### config.mk
export PLATFORM = sky130hd
export DESIGN_NAME = cmd_engine
export DESIGN_NICKNAME = d
export VERILOG_FILES = /design/src/rtl/cmd_engine.sv
export SDC_FILE = /design/constraint.sdc
export NUM_CORES = 1
export LEC_CHECK = 0
export ABC_AREA = 0
export CORE_MARGIN = 5
export CORE_UTILIZATION = 60
export DETAILED_ROUTE_END_ITERATION = 8
export PLACE_DENSITY_LB_ADDON = 0.2
export SLEW_MARGIN = 20
export SYNTH_ARGS = -nofsm -noshare
export SYNTH_HDL_FRONTEND = slang
export SYNTH_SLANG_ARGS = --single-unit
### constraint.sdc
create_clock -name sys_clk -period 5 [get_ports sys_clk]
set_clock_uncertainty 0.05 [all_clocks]
set_input_delay 1.25 -clock sys_clk [delete_from_list [all_inputs] [get_ports sys_clk]]
set_output_delay 1.25 -clock sys_clk [all_outputs]
set_load 0.02 [all_outputs]
### src/rtl/cmd_engine.sv
// cmd_engine: assembles 64-bit host frames from the RX FIFO and runs them.
// Loopback command compiled in only when CMD_ENGINE_LOOPBACK_EN is defined.
module cmd_engine #(
  parameter int DATA_W = 8,
  parameter int GPIO_W = 10,
  parameter int CNT_W  = 32
) (
  input  logic              sys_clk,
  input  logic              sys_rst_n,
  input  logic              rxfifo_empty,
  output logic              rxfifo_rd,
  input  logic              rxfifo_valid,
  input  logic [DATA_W-1:0] rxfifo_data,
  input  logic              txfifo_full,
  output logic              txfifo_wr,
  output logic [DATA_W-1:0] txfifo_data,
  output logic [GPIO_W-1:0] gpio_out,
  output logic              busy
);
  localparam int FRAME_WORDS = 64 / DATA_W;
  localparam int FILL_W = $clog2(FRAME_WORDS + 1);
  localparam int IDX_W = (FRAME_WORDS > 1) ? $clog2(FRAME_WORDS) : 1;
  localparam logic [FILL_W-1:0] FILL_FULL = FILL_W'(FRAME_WORDS);
  localparam logic [FILL_W-1:0] FILL_LAST = FILL_W'(FRAME_WORDS - 1);
  localparam logic [IDX_W-1:0] IDX_LAST = IDX_W'(FRAME_WORDS - 1);
  localparam logic [15:0] CODE_PAT  = 16'hBEEF;
  localparam logic [15:0] CODE_GPIO = 16'h1ED0;
  localparam logic [15:0] CODE_STAT = 16'h57A7;
`ifdef CMD_ENGINE_LOOPBACK_EN
  localparam logic [15:0] CODE_LOOP = 16'hC0DE;
`endif

  typedef enum logic [2:0] {
    CMD_WAIT_S,
    CMD_READ_S,
    CMD_PARSE_S,
    TX_PATTERN_S,
    TX_STATUS_S
`ifdef CMD_ENGINE_LOOPBACK_EN
    , LOOP_WAIT_S,
    LOOP_READ_S,
    LOOP_WRITE_S
`endif
  } state_t;

  state_t state, state_nxt;

  logic [63:0] shifter, shift_in, status;
  logic [FILL_W-1:0] fill_cnt;
  logic [IDX_W-1:0] tx_idx;
  logic [15:0] slip_cnt, unk_cnt, code;
  logic [CNT_W-1:0] word_cnt;
  logic [DATA_W-1:0] pattern, tx_data;
  logic rd, wr, frame_ok, accept;

  generate
    if (DATA_W == 64) begin : g_whole
      assign shift_in = rxfifo_data;
    end else begin : g_part
      assign shift_in = {rxfifo_data, shifter[63:DATA_W]};
    end
  endgenerate

  assign frame_ok = (shifter[63:56] == 8'hAA) && (shifter[7:0] == 8'h55);
  assign code = shifter[55:40];
  assign accept = wr && !txfifo_full;
  // strobes are held low while reset is asserted
  assign rxfifo_rd = rd && sys_rst_n;
  assign txfifo_wr = wr && sys_rst_n;
  assign txfifo_data = tx_data;
  assign busy = (state != CMD_WAIT_S);

  // state register
  always_ff @(posedge sys_clk) begin
    if (!sys_rst_n) state <= CMD_WAIT_S;
    else state <= state_nxt;
  end

  // next-state, FIFO strobes and TX data mux
  always_comb begin
    state_nxt = state;
    rd = 1'b0;
    wr = 1'b0;
    tx_data = '0;
    unique case (state)
      CMD_WAIT_S: begin
        if (!rxfifo_empty) begin
          rd = 1'b1;
          state_nxt = CMD_READ_S;
        end
      end
      CMD_READ_S: begin
        if (rxfifo_valid)
          state_nxt = (fill_cnt >= FILL_LAST) ? CMD_PARSE_S : CMD_WAIT_S;
      end
      CMD_PARSE_S: begin
        state_nxt = CMD_WAIT_S;
        if (frame_ok) begin
          if (code == CODE_PAT) state_nxt = TX_PATTERN_S;
          else if (code == CODE_STAT) state_nxt = TX_STATUS_S;
`ifdef CMD_ENGINE_LOOPBACK_EN
          else if (code == CODE_LOOP) state_nxt = LOOP_WAIT_S;
`endif
        end
      end
      TX_PATTERN_S: begin
        if (word_cnt == '0) begin
          state_nxt = CMD_WAIT_S;
        end else begin
          wr = 1'b1;
          tx_data = pattern;
        end
      end
      TX_STATUS_S: begin
        wr = 1'b1;
        tx_data = status[DATA_W-1:0];
        if (!txfifo_full && tx_idx == IDX_LAST) state_nxt = CMD_WAIT_S;
      end
`ifdef CMD_ENGINE_LOOPBACK_EN
      LOOP_WAIT_S: begin
        if (word_cnt == '0) begin
          state_nxt = CMD_WAIT_S;
        end else if (!rxfifo_empty) begin
          rd = 1'b1;
          state_nxt = LOOP_READ_S;
        end
      end
      LOOP_READ_S: begin
        if (rxfifo_valid) state_nxt = LOOP_WRITE_S;
      end
      LOOP_WRITE_S: begin
        wr = 1'b1;
        tx_data = pattern;
        if (!txfifo_full) state_nxt = LOOP_WAIT_S;
      end
`endif
      default: state_nxt = CMD_WAIT_S;
    endcase
  end

  // frame assembly, command execution and stream counters
  always_ff @(posedge sys_clk) begin
    if (!sys_rst_n) begin
      shifter <= '0;
      fill_cnt <= '0;
      slip_cnt <= '0;
      unk_cnt <= '0;
      word_cnt <= '0;
      pattern <= '0;
      status <= '0;
      tx_idx <= '0;
      gpio_out <= '0;
    end else begin
      case (state)
        CMD_READ_S: begin
          if (rxfifo_valid) begin
            shifter <= shift_in;
            if (fill_cnt != FILL_FULL) fill_cnt <= fill_cnt + 1'b1;
          end
        end
        CMD_PARSE_S: begin
          if (!frame_ok) begin
            if (slip_cnt != 16'hFFFF) slip_cnt <= slip_cnt + 1'b1;
          end else begin
            shifter <= '0;
            fill_cnt <= '0;
            if (code == CODE_PAT) begin
              word_cnt <= shifter[8 +: CNT_W];
              pattern <= '0;
            end else if (code == CODE_GPIO) begin
              gpio_out <= shifter[8 +: GPIO_W];
            end else if (code == CODE_STAT) begin
              status <= {8'hAA, CODE_STAT, slip_cnt, unk_cnt, 8'h55};
              tx_idx <= '0;
            end
`ifdef CMD_ENGINE_LOOPBACK_EN
            else if (code == CODE_LOOP) begin
              word_cnt <= shifter[8 +: CNT_W];
            end
`endif
            else if (unk_cnt != 16'hFFFF) begin
              unk_cnt <= unk_cnt + 1'b1;
            end
          end
        end
        TX_PATTERN_S: begin
          if (accept) begin
            pattern <= pattern + 1'b1;
            word_cnt <= word_cnt - 1'b1;
          end
        end
        TX_STATUS_S: begin
          if (accept) begin
            status <= status >> DATA_W;
            tx_idx <= tx_idx + 1'b1;
          end
        end
`ifdef CMD_ENGINE_LOOPBACK_EN
        LOOP_READ_S: begin
          if (rxfifo_valid) pattern <= rxfifo_data;
        end
        LOOP_WRITE_S: begin
          if (accept) word_cnt <= word_cnt - 1'b1;
        end
`endif
        default: ;
      endcase
    end
  end
endmodule

* Yosys cells after proc, flatten, opt, wreduce, memory -nomap -nowiden
Cells that the tools add are included.
** Storage, ports and cells
- Bits in registers :: 220
- Input port bits :: 13
- Output and inout bits :: 21
** Cells by class
- Add/sub/neg operators :: 6
- $lt $le $gt $ge :: 1
- Eq/ne operators :: 25
- Multiplexer cells :: 42
- Bitwise logic cells :: 4
- Reduce and logical (&&, ||, !) cells :: 20
** Operators by type and width (count)
- two-way mux 64 bit :: 7
- case mux 64 bit (2 select lines) :: 2
- two-way mux 32 bit :: 3
- case mux 32 bit (2 select lines) :: 1
- two-way mux 3 bit :: 12
- adder 16 x 1 -> 16 bit (second input constant) :: 2
- logical NOT 32 bit :: 1
- two-way mux 8 bit :: 4
- inequality test 16 bit (second input constant) :: 2
- case mux 8 bit (2 select lines) :: 2
- subtractor 32 x 1 -> 32 bit (second input constant) :: 1
- inequality test 2 bit (second input constant) :: 12
- equality test 16 x 13 -> 1 bit (second input constant) :: 1
- equality test 16 x 15 -> 1 bit (second input constant) :: 1
- equality test 16 bit (second input constant) :: 1
- AND reduction 4 bit :: 4
- case mux 3 bit (5 select lines) :: 1
- two-way mux 4 bit :: 3
- AND reduction 6 bit :: 2
- adder 8 x 1 -> 8 bit (second input constant) :: 1
- equality test 8 x 7 -> 1 bit (second input constant) :: 1
- equality test 8 bit (second input constant) :: 1
- case mux 4 bit (2 select lines) :: 1
- equality test 3 x 2 -> 1 bit (second input constant) :: 2
- 17 further kinds :: 30

* Depth between registers and ports, before layout
- Depth after elaboration :: 6
- Gate-level depth with buffers :: 10
- Mapped depth without buffers :: 8

* Worst setup path before layout
OpenSTA, ideal clock, no wires.
- Path kind :: input to output
- Start :: input sys_rst_n
- End :: output txfifo_wr
- Arrival time :: 2031 ps
- Setup slack :: 1669 ps
- Cell stages on the path :: 4
- Path through :: inv_2 -> clkbuf_1 -> clkbuf_1 -> a21oi_1
** On the way
- Word-level cells in the longest chain between the ends :: 1
** RTL lines
- from (decl) :: line 9 : input logic sys_rst_n,
- logical AND 1 bit :: line 69 : assign txfifo_wr = wr && sys_rst_n;
- to (decl) :: line 15 : output logic txfifo_wr,
Every way passes these cells.

* Worst setup path in the final report
- Start :: register word_cnt[0]
- End :: output txfifo_data[5]
** On the way
- Word-level cells in the longest chain between the ends :: 3
** RTL lines
- from (decl) :: line 52 : logic [CNT_W-1:0] word_cnt;
- from (signal assigned) :: line 168 : word_cnt <= shifter[8 +: CNT_W];
- from (signal assigned) :: line 189 : word_cnt <= word_cnt - 1'b1;
- logical NOT 32 bit :: line 107 : if (word_cnt == '0) begin
- two-way mux 8 bit :: line 107
- case mux 8 bit (2 select lines) :: line 85 : unique case (state)
- to (decl) :: line 16 : output logic [DATA_W-1:0] txfifo_data,
Every way passes these cells.

==> results.sh <==
export IMPL_finalSetupViolations=0
export IMPL_status="finished, final reports clean"
export IMPL_vdd_drop_max_mv=0.2576
export IMPL_vias=8410
export IMPL_synth_seq_cells=202
export IMPL_htree_levels=1
export IMPL_postCtsHoldBufs=0
export IMPL_grtUsageTotal_pct=24.14
export IMPL_first_pass_iters=7
export IMPL_drtIter0Drc=916
export IMPL_critPathRequiredTime_ns=3.70
export IMPL_crit_buf_inv=2
export IMPL_crit_arrival_ns=3.18
export IMPL_num_antenna_cells=0
export IMPL_place_area_um2=9764
export IMPL_drive_gt1_share_pct=7.892
export IMPL_slowest_delay_ns=0.63
export IMPL_crit_chain="inv_1 -> ha_1 -> nor4b_2 -> and3_1 -> a21oi_1 -> a22o_1 -> clkdlybuf4s50_1"
export IMPL_start_util_pct=61.44
export IMPL_regArea_um2=4044
export IMPL_timing_critical_path_from_type="flip-flop"
export IMPL_multiInputGateArea_um2=4910
export IMPL_hp_class="flip-flop to flip-flop"
export IMPL_synthCells=1153
export IMPL_cp_slowest_cell="nor4b_2"
export IMPL_placeableCoreArea_um2=15260
export IMPL_worstPathMaxFanout=8
export IMPL_layout_common_cells="dfxtp_1 (202), nand2_1 (181), a21oi_1 (133)"
export IMPL_grt_overflow=0
export IMPL_numCtsBuffers=21
export IMPL_path_class="flip-flop to output port"
export IMPL_cts_resized=0
export IMPL_reg2reg_slack_ns=1.99
export IMPL_die_area_um2=18230
export IMPL_power_mw=3.452
export IMPL_crit_path_end_kind="output port"
export IMPL_maxCapViolCount=0
export IMPL_grt_max_degree=95
export IMPL_postRouteWirelength_um=22550
export IMPL_cts_tree="built"
export IMPL_place_congestion=0.8654
export IMPL_ys_warn_count=0
export IMPL_fin_nets=1160
export IMPL_avgSynthCellArea_um2=8.131
export IMPL_syn2layout_area_growth_pct=12.53
export IMPL_drc=0
export IMPL_fp_row_count=45
export IMPL_viasPerCell=6.166
export IMPL_syn_cell_area_um2=9375
export IMPL_rsz0062_at_grt="false"
export IMPL_async_reset_ff_share_pct=0
export IMPL_clk_latency_ns=0.50
export IMPL_yosysSeqAreaShare_pct=43.13
export IMPL_antenna_left=0
export IMPL_crit_family="simple AND/OR/NAND/NOR gates"
export IMPL_fill_cells=1240
export IMPL_grt_pass1_vias=7525
export IMPL_clock_sinks=202
export IMPL_ys_flop_type="dfxtp_1"
export IMPL_finalMaxSlewViolations=0
export IMPL_antenna_found_initial=0
export IMPL_hold_viol=0
export IMPL_path_clk_slew_ns=0.06
export IMPL_fmax_mhz=223.4
export IMPL_synthesis_nets=1174
export IMPL_die_h_um=135
export IMPL_ys_types=78
export IMPL_worst_pin_slew_ns=1.020
export IMPL_postCtsSetupRepairBufs=0
export IMPL_final_setup_tns_ns=0
export IMPL_power_density_nw_per_um2=327.2
export IMPL_slew_headroom_pct=32.02
export IMPL_period_share_pct=89.54
export IMPL_dp_hpwl_um=14270
export IMPL_die_w_um=135
export IMPL_portBuffers=33
export IMPL_cts_buffer_depth=3
export IMPL_grt_pass1_wl_um=37320
export IMPL_synth_edf_count=0
export IMPL_fin_crit_ns=4.477
export IMPL_io_pins=34
export IMPL_p_leak_nw=3.341
export IMPL_root_buffer="clkbuf_16"
export IMPL_layout_commonest_cell="dfxtp_1"
export IMPL_wl_per_cell_um=16.54
export IMPL_final_area_um2=10550
## path summary, 6_finish.rpt
| check | start | cells after the start | to |
|---|---|---|---|
| min | shifter[2] | 2 | shifter[2] |
| min reg2reg | shifter[2] | 2 | shifter[2] |
| max | word_cnt[0] | 7 | txfifo_data[5] |
| max reg2reg | shifter[6] | 7 | word_cnt[1] |
## cell type report
cell class | instances | area share (%)
inverters | 19 | 0.7234
multi-input cells | 845 | 46.54
clock inverters | 9 | 1.648
clock buffers | 28 | 5.799
repair buffers | 50 | 4.459
flip-flops and latches | 202 | 38.33
well taps | 211 | 2.502
## registers in the layout (all words and copies together), names as in the netlist
register,count
unk_cnt,16
slip_cnt,16
gpio_out,10
fill_cnt,4
pattern,8
word_cnt,32
state,3
shifter,64
status,46
tx_idx,3
## stage by stage
| stage | hold WS, ns | instances | setup WS (ns) | utilization [%] |
|---|---|---|---|---|
| final | 0.3973 | 1364 | 0.5228 | 69.14 |
| after global routing | 0.4106 | 1364 | 0.3552 | 69.14 |
| after CTS | 0.3976 | 1364 | 0.5350 | 69.14 |
| after detailed placement | 0.3889 | 1327 | 0.9525 | 63.99 |
| after global placement | 0.3855 | 1327 | 0.9651 | 63.99 |
| after floorplan | 0.3768 | 1153 | 1.669 | - |
## cells by family (layout without fill, tap and decap cells)
logic type	after synthesis	in the layout	share of synthesized area (%)
multiplexers	15	15	1.601
flip-flops	202	202	43.13
AO/OA/AOI/OAI	291	291	21.07
XOR/XNOR	20	20	1.868
adder cells (fa/ha/maj)	8	8	1.068
buffers and inverters	106	106	4.831
AND/OR/NAND/NOR	511	511	26.42
## cells in the mapped netlist, drive strengths merged (17+ instances only)
master	instances	area, µm²
dfxtp	202	4044
nand2	181	679.4
a21oi	135	679.4
nor2	115	439.2
nand3	85	425.4
clkbuf	66	247.7
a311oi	28	245.2
nor3	25	125.1
o21ai	25	125.1
buf	21	133.9
inv	19	71.31
nand4	17	121.4
## worst register-to-register path, stage by stage (launching register included)
cell and delay [ns]:
dfxtp_1 0.32, nor4bb_1 0.51, nand4_1 0.33, or4b_1 0.76, a21boi_4 0.30, buf_12 0.25
a211o_1 0.28, a21oi_1 0.14
## per-layer routing
layer  up-vias  track usage [%]  share of wire [%]
li1       4146                -                  -
met1      3956            35.92                 47
met2       270            36.55                 45
met3        38            3.912                6.2
met4         0            6.215                2.1
met5         -                0                  0
## power breakdown
group | total [mW] | internal (mW) | switching (mW)
combinational | 0.0820 | 0.0227 | 0.0593
sequential | 1.62 | 1.61 | 0.00493
clock | 1.75 | 1.12 | 0.635
(Power assumes the default switching activity.)
